===== src/rtl/alu_exec_stage.sv =====
// Execute/write-back stage: reads two registers, runs one ALU op
// (iterative 16-step shift-add for MUL) and writes the result back.
module alu_exec_stage #(
   parameter int DATA_W = 16,
   parameter int ADDR_W = 4
) (
   input  logic              CLK,
   input  logic              RST,
   input  logic              cmd_valid,
   output logic              cmd_ready,
   input  logic [2:0]        cmd_op,
   input  logic [ADDR_W-1:0] cmd_rs1,
   input  logic [ADDR_W-1:0] cmd_rs2,
   input  logic [ADDR_W-1:0] cmd_rd,
   output logic [ADDR_W-1:0] readAddrA,
   output logic [ADDR_W-1:0] readAddrB,
   input  logic [DATA_W-1:0] readDataA,
   input  logic [DATA_W-1:0] readDataB,
   output logic              writeEnable,
   output logic [ADDR_W-1:0] writeAddr,
   output logic [DATA_W-1:0] writeData,
   output logic              done,
   output logic              zero,
   output logic              carry
);

   typedef enum logic [1:0] {IDLE, READ, EXEC, WB} state_t;

   localparam logic [2:0] OP_ADD = 3'b000;
   localparam logic [2:0] OP_SUB = 3'b001;
   localparam logic [2:0] OP_AND = 3'b010;
   localparam logic [2:0] OP_OR  = 3'b011;
   localparam logic [2:0] OP_XOR = 3'b100;
   localparam logic [2:0] OP_SHL = 3'b101;
   localparam logic [2:0] OP_SHR = 3'b110;
   localparam logic [2:0] OP_MUL = 3'b111;

   state_t              state_q, state_d;
   logic [2:0]          op_q;
   logic [ADDR_W-1:0]   rs1_q, rs2_q, rd_q;
   logic [DATA_W-1:0]   a_q, b_q, res_q;
   logic [3:0]          cnt_q;
   logic                cpend_q, zero_q, carry_q;
   logic [DATA_W-1:0]   alu_res;
   logic                alu_c;
   logic [DATA_W:0]     sum;

   assign sum = {1'b0, a_q} + {1'b0, b_q};

   always_comb begin
      alu_res = '0;
      alu_c   = 1'b0;
      unique case (op_q)
         OP_ADD: {alu_c, alu_res} = sum;
         OP_SUB: begin
            alu_res = a_q - b_q;
            alu_c   = (a_q >= b_q);
         end
         OP_AND: alu_res = a_q & b_q;
         OP_OR:  alu_res = a_q | b_q;
         OP_XOR: alu_res = a_q ^ b_q;
         OP_SHL: alu_res = a_q << b_q[3:0];
         OP_SHR: alu_res = a_q >> b_q[3:0];
         OP_MUL: alu_res = res_q;
         default: alu_res = '0;
      endcase
   end

   always_comb begin
      state_d = state_q;
      case (state_q)
         IDLE: if (cmd_valid) state_d = READ;
         READ: state_d = EXEC;
         EXEC: if (op_q != OP_MUL || cnt_q == 4'hF) state_d = WB;
         WB:   state_d = IDLE;
         default: state_d = IDLE;
      endcase
   end

   always_ff @(posedge CLK or posedge RST) begin
      if (RST) begin
         state_q <= IDLE;
         op_q    <= '0;
         rs1_q   <= '0;
         rs2_q   <= '0;
         rd_q    <= '0;
         a_q     <= '0;
         b_q     <= '0;
         res_q   <= '0;
         cnt_q   <= '0;
         cpend_q <= 1'b0;
         zero_q  <= 1'b0;
         carry_q <= 1'b0;
      end else begin
         state_q <= state_d;
         case (state_q)
            IDLE: if (cmd_valid) begin
               op_q  <= cmd_op;
               rs1_q <= cmd_rs1;
               rs2_q <= cmd_rs2;
               rd_q  <= cmd_rd;
            end
            READ: begin
               a_q     <= readDataA;
               b_q     <= readDataB;
               res_q   <= '0;
               cnt_q   <= '0;
               cpend_q <= 1'b0;
            end
            EXEC: if (op_q == OP_MUL) begin
               // a_q is the shifting multiplicand, b_q the multiplier
               if (b_q[0]) res_q <= res_q + a_q;
               a_q   <= a_q << 1;
               b_q   <= b_q >> 1;
               cnt_q <= cnt_q + 4'd1;
            end else begin
               res_q   <= alu_res;
               cpend_q <= alu_c;
            end
            WB: begin
               zero_q  <= (res_q == '0);
               carry_q <= cpend_q;
            end
            default: ;
         endcase
      end
   end

   assign cmd_ready   = (state_q == IDLE);
   assign writeEnable = (state_q == WB);
   assign done        = (state_q == WB);
   assign writeAddr   = rd_q;
   assign writeData   = res_q;
   assign readAddrA   = rs1_q;
   assign readAddrB   = rs2_q;
   assign zero        = zero_q;
   assign carry       = carry_q;

endmodule

===== config.mk =====
export PLATFORM = sky130hd
export DESIGN_NAME = alu_exec_stage
export DESIGN_NICKNAME = d
export VERILOG_FILES = /design/src/rtl/alu_exec_stage.sv
export SDC_FILE = /design/constraint.sdc
export NUM_CORES = 1
export LEC_CHECK = 0
export ABC_AREA = 1
export ABC_CLOCK_PERIOD_IN_PS = 4100
export CAP_MARGIN = 20
export CELL_PAD_IN_SITES_DETAIL_PLACEMENT = 1
export CELL_PAD_IN_SITES_GLOBAL_PLACEMENT = 2
export CORE_MARGIN = 4
export CORE_UTILIZATION = 34
export DETAILED_ROUTE_END_ITERATION = 8
export GPL_TIMING_DRIVEN = 0
export PLACE_DENSITY_LB_ADDON = 0.1
export SLEW_MARGIN = 15
export SYNTH_ARGS = -nofsm -noshare
export SYNTH_HDL_FRONTEND = slang
export SYNTH_SLANG_ARGS = --single-unit

===== constraint.sdc =====
create_clock -name CLK -period 4.1 [get_ports CLK]
set_input_delay 1.23 -clock CLK [delete_from_list [all_inputs] [get_ports CLK]]
set_output_delay 1.23 -clock CLK [all_outputs]
set_load 0.02 [all_outputs]

# After elaboration in Yosys (flattened, before gate mapping)
# Index checks and enable logic that the tools add are counted.
[classes] addsub=4 n_lt_le_gt_ge=1 eq_ne=17 shifts=2 n_mux=16 bitwise_logic=3 n_reduce_logical=10
[ops] cell="$pmux W16 S7" count=1
[ops] cell="$pmux W16 S2" count=3
[ops] cell="$mux W16" count=4
[ops] cell="$add A16 B16 Y17" count=1
[ops] cell="$add A16 B16 Y16" count=1
[ops] cell="$and A16 B16 Y16" count=1
[ops] cell="$ge A16 B16 Y1" count=1
[ops] cell="$logic_not A16 Y1" count=1
[ops] cell="$or A16 B16 Y16" count=1
[ops] cell="$shl A16 B4 Y16" count=1
[ops] cell="$shr A16 B4 Y16" count=1
[ops] cell="$sub A16 B16 Y16" count=1
[ops] cell="$xor A16 B16 Y16" count=1
[ops] cell="$eq A3 B3 Y1 const B" count=4
[ops] cell="$reduce_and A2 Y1" count=5
[ops] cell="$ne A2 B2 Y1 const B" count=4
[ops] cell="$pmux W2 S4" count=1
[ops] cell="$pmux W4 S2" count=1
[ops] cell="$eq A3 B2 Y1 const B" count=2
[ops] cell="$ne A3 B3 Y1 const B" count=2
[ops] cell="$add A4 B1 Y4 const B" count=1
[ops] cell="$eq A2 B2 Y1 const B" count=2
[ops] cell="$eq A4 B4 Y1 const B" count=1
[ops] cell="$mux W2" count=2
[ops] cell="other kinds (9)" count=10
[word_totals] ff_bits=72 inputBits=50 output_inout_bits=33 word_cells=65

# Logic depth before layout (Yosys ltp)
[depth] word_depth=4 mapped_depth=17 ltp_nobuf=16

# Worst setup path before layout
# OpenSTA, ideal clock, no wires.
[synth_path] path_type="input -> register" start="input port cmd_valid" end="register rs1_q[2] (netlist: readAddrA[2])" arrival_ns=2.128 slack_ns=1.847 path_stages=3 n_path_buf=1 cell_sequence="nand2_1 -> clkbuf_1 -> mux2_2"
[synth_via] elab_chain_cells=1
[synth_rtl] item="from (decl)" line_no="9" source="input logic cmd_valid,"
[synth_rtl] item="$reduce_and A2 Y1 (no line)"
[synth_rtl] item="to (signal assigned)" line_no="99" source="rs1_q <= cmd_rs1;"
[synth_rtl] item="to (decl)" line_no="40" source="logic [ADDR_W-1:0] rs1_q, rs2_q, rd_q;"
# No other way between the ends.
# A chain may end at the register's enable or synchronous reset.

# Worst setup path in the final report
[layout_path] start="register state_q[1]" end="output port cmd_ready"
[layout_via] elab_chain_cells=1
[layout_rtl] item="from (decl)" line_no="38" source="state_t state_q, state_d;"
[layout_rtl] item="from (signal assigned)" line_no="95" source="state_q <= state_d;"
[layout_rtl] item="$logic_not A2 Y1" line_no="129" source="assign cmd_ready = (state_q == IDLE);"
[layout_rtl] item="to (decl)" line_no="10" source="output logic cmd_ready,"
# No other way between the ends.

==> summary.md <==
| Metric | Value |
|---|---|
| Worst hold path type | reg -> reg |
| EDFF count, synth | 0 |
| Top-count cell post-synth | nand2_1 |
| Area Overhead vs Synth | 19.3% |
| Width of the die | 162 um |
| Root buf cell | clkbuf_16 |
| R2r endpoint | writeData[11] |
| GP Congestion | 0.961 |
| First-pass GRT wire length | 55.3 mm |
| Hold Path End | carry |
| TritonCTS Buffers | 9 |
| Final worst slack | around 1.1 ns |
| Syn_area_per_cell | 6.24 um^2 |
| Max_slew headroom | 57.3% |
| Post-CTS Repair Setup Buffers | 0 |
| Hold Path Depth | 2 |
| Hold Vio Cnt, Final | 0 |
| Cells after Synth | roughly 1300 |
| Commonest cells post-synth | nand2_1, nand3_1, inv_1 |
| Fin nets | 1515 |
| Minimum clock period | 2.99 ns |
| Max Buffers Root-to-Sink | 2 |
| Critical path type | reg -> out |
| Ys async rst share | 100% |
| Core Region | 0.0235 mm^2 |
| Row cnt | 56 |
| Share of post-route cells with drive strength above 1 | 7.44% |
| ANT cells | 0 |
| Largest area contributor in the netlist | dfrtp_1 |
| Dpl cells | 1701 |
| Vias in the first global route | 9356 |
| Total track usage | between 20% and 30% |
| Drt pass-1 iters | 5 |
| RSZ-0062 raised after global routing | no |
| Pin count of the biggest net entering global routing | 43 |
| Status | finished clean |
| Top cell type's share of synthesized area | 22.2% |
| Final antenna-violating net count | 0 |
| Mapped Area | 0.00810 mm^2 |
| WP data arrival | 1.76 ns |
| TNS Setup | 0 ns |
| Synth top area cells | dfrtp_1, nand2_1, ha_1 |
| I/O pin cnt | between 80 and 90 |
| CP Data Required Time | between 2 and 3 ns |
| Resize count post-CTS | 0 |
| Ys Warns | 0 |
| Final setup fails | 0 |
| Total number of vias | 9146 |
| Reg2reg path depth | 16 |
| Syn Nets | 1421 |
| Startpoint types | flop |
| Sink Count | 72 |
| CP endpoint kind | primary output |
| Netlist cell types | 51 |
| Clk slew on worst S/H paths | 0.08 ns |
| Starting density of the core | between 30 and 40% |
| Hold_buf cts | 0 |
| Max-cap violations | 0 |
| Hold path startpoint | carry |
| Finished Layout Cells | roughly 1700 |
| Final count of pins violating max slew | 0 |
| Clock skew | ~0.015 ns |
| Final HPWL DP | 29.3 mm |
| Number of port buffers | 82 |
| Antenna violations before repair | 0 |
| Layout fillers | 3128 |
| Routed WL per cell | about 21 um |
| Period utilization | 73.0% |
| Drt total wl | 35.7 mm |
| Detailed Route Iter0 Violations | around 640 |
| Worst-path fanout max | 3 |
| Drc violations | 0 |
| Post-place setup slack | about 1.1 ns |
| Final Core Density | 41.2% |
| Die footprint | 0.0264 mm^2 |
| CTS tree | yes |
| Post-synthesis sequential area ratio | roughly 22% |
| Worst Tran Pin Value | 0.640 ns |
| R2R Path Start | b_q[2] |
| Max Clk Rate | 0.334 GHz |
| CTS H-tree lvls | 3 |
| Drt via density | roughly 5.3 |
| Main synth FF type | dfrtp_1 |
| Register bit total from synthesis | 72 |
| R2r setup slk | 1.22 ns |
| Die Y | 162 um |
| GRT Residual Overflow | 0 |
| Worst-skew pair later-pin latency | roughly 0.36 ns |
-- registers in the layout, summed over array words and instances (netlist names), 2 cells and up --
| name | count |
|---|---|
| b_q | 16 |
| writeAddr | 4 |
| a_q | 16 |
| state_q | 2 |
| readAddrB | 4 |
| op_q | 3 |
| readAddrA | 4 |
| cnt_q | 4 |
| writeData | 16 |
-- final cells by class --
| type | count | area, um^2 | area share [%] |
|---|---|---|---|
| Clock buffer | 9 | 225 | 2.33 |
| Timing Repair Buffer | 83 | 848 | 8.78 |
| Clock inverter | 7 | 85.1 | 0.880 |
| Tap cell | 319 | 399 | 4.13 |
| Buffer | 49 | 267 | 2.76 |
| Sequential cell | 72 | 1800 | 18.6 |
| Inverter | 154 | 583 | 6.03 |
| Multi-Input combinational cell | 1024 | 5460 | 56.4 |
-- logic make-up (layout without fill, tap and decap cells) --
family          Yosys count  in the layout  synth area share (%)
compound gates          194            194                  13.8
buf+inv                 203            302                  10.5
mux                      12             12                  1.67
simple gates            739            739                  39.7
flops                    72             72                  22.2
xor+xnor                  7              7                 0.757
fa+ha+maj                72             72                  11.4
-- layout by cell type (no fill, tap or decap), drive strengths merged, types with 2 or more instances in the layout --
cell type      count
and3               2
clkbuf            22
clkdlybuf4s50     82
xor2               4
nor4               6
dfrtp             72
nor3              12
clkinv             4
nor2              99
ha                69
or2                6
o22ai              5
nand3            166
inv              156
buf               37
nand3b            10
fa                 3
nand4             12
a21oi             59
and2               7
o21a               3
mux2              12
o211ai            34
o21bai             3
o21ai             77
a31oi              5
nand2            418
xnor2              3
-- how the worst max path moves through the flow --
| stage | startpoint | slack (ns) | end | cells past startpoint |
|---|---|---|---|---|
| detailed placement | cmd_valid | 1.07 | readAddrA[2] | 4 |
| CTS | state_q[0] | 1.09 | cmd_ready | 3 |
| global placement | RST | -0.46 | writeData[11] | 2 |
| finish | state_q[1] | 1.11 | cmd_ready | 3 |
| floorplan | RST | 1.05 | a_q[0] | 1 |
| global route | b_q[2] | 0.93 | writeData[15] | 16 |
-- per-layer routing --
| layer | global-route usage (%) | routed length (um) | up-vias | part of all wire (%) |
|---|---|---|---|---|
| li1 | - | - | 4445 | - |
| met1 | 37.1 | 16200 | 4388 | 45 |
| met4 | 8.96 | 1050 | 0 | 2.9 |
| met5 | 0 | 0 | - | 0 |
| met2 | 45.9 | 16800 | 247 | 47 |
| met3 | 2.81 | 1690 | 66 | 4.7 |
-- stage by stage --
step | hold slack (ns) | area, um^2
after floorplan | 0.487 | 8100
after CTS | 0.493 | 9660
after global routing | 0.525 | 9660
after detailed placement | 0.477 | 9350
final | 0.484 | 9660
after global placement | 0.465 | 9320
-- critical path, stage by stage (launching register included) --
cell and delay, ns:
dfrtp_1 0.41, inv_1 0.12, ha_1 0.24, clkdlybuf4s50_1 0.63
Power is left out: the tool's default activity adds up to more than one toggle a clock period on the data nets, which glitch-free logic cannot reach.
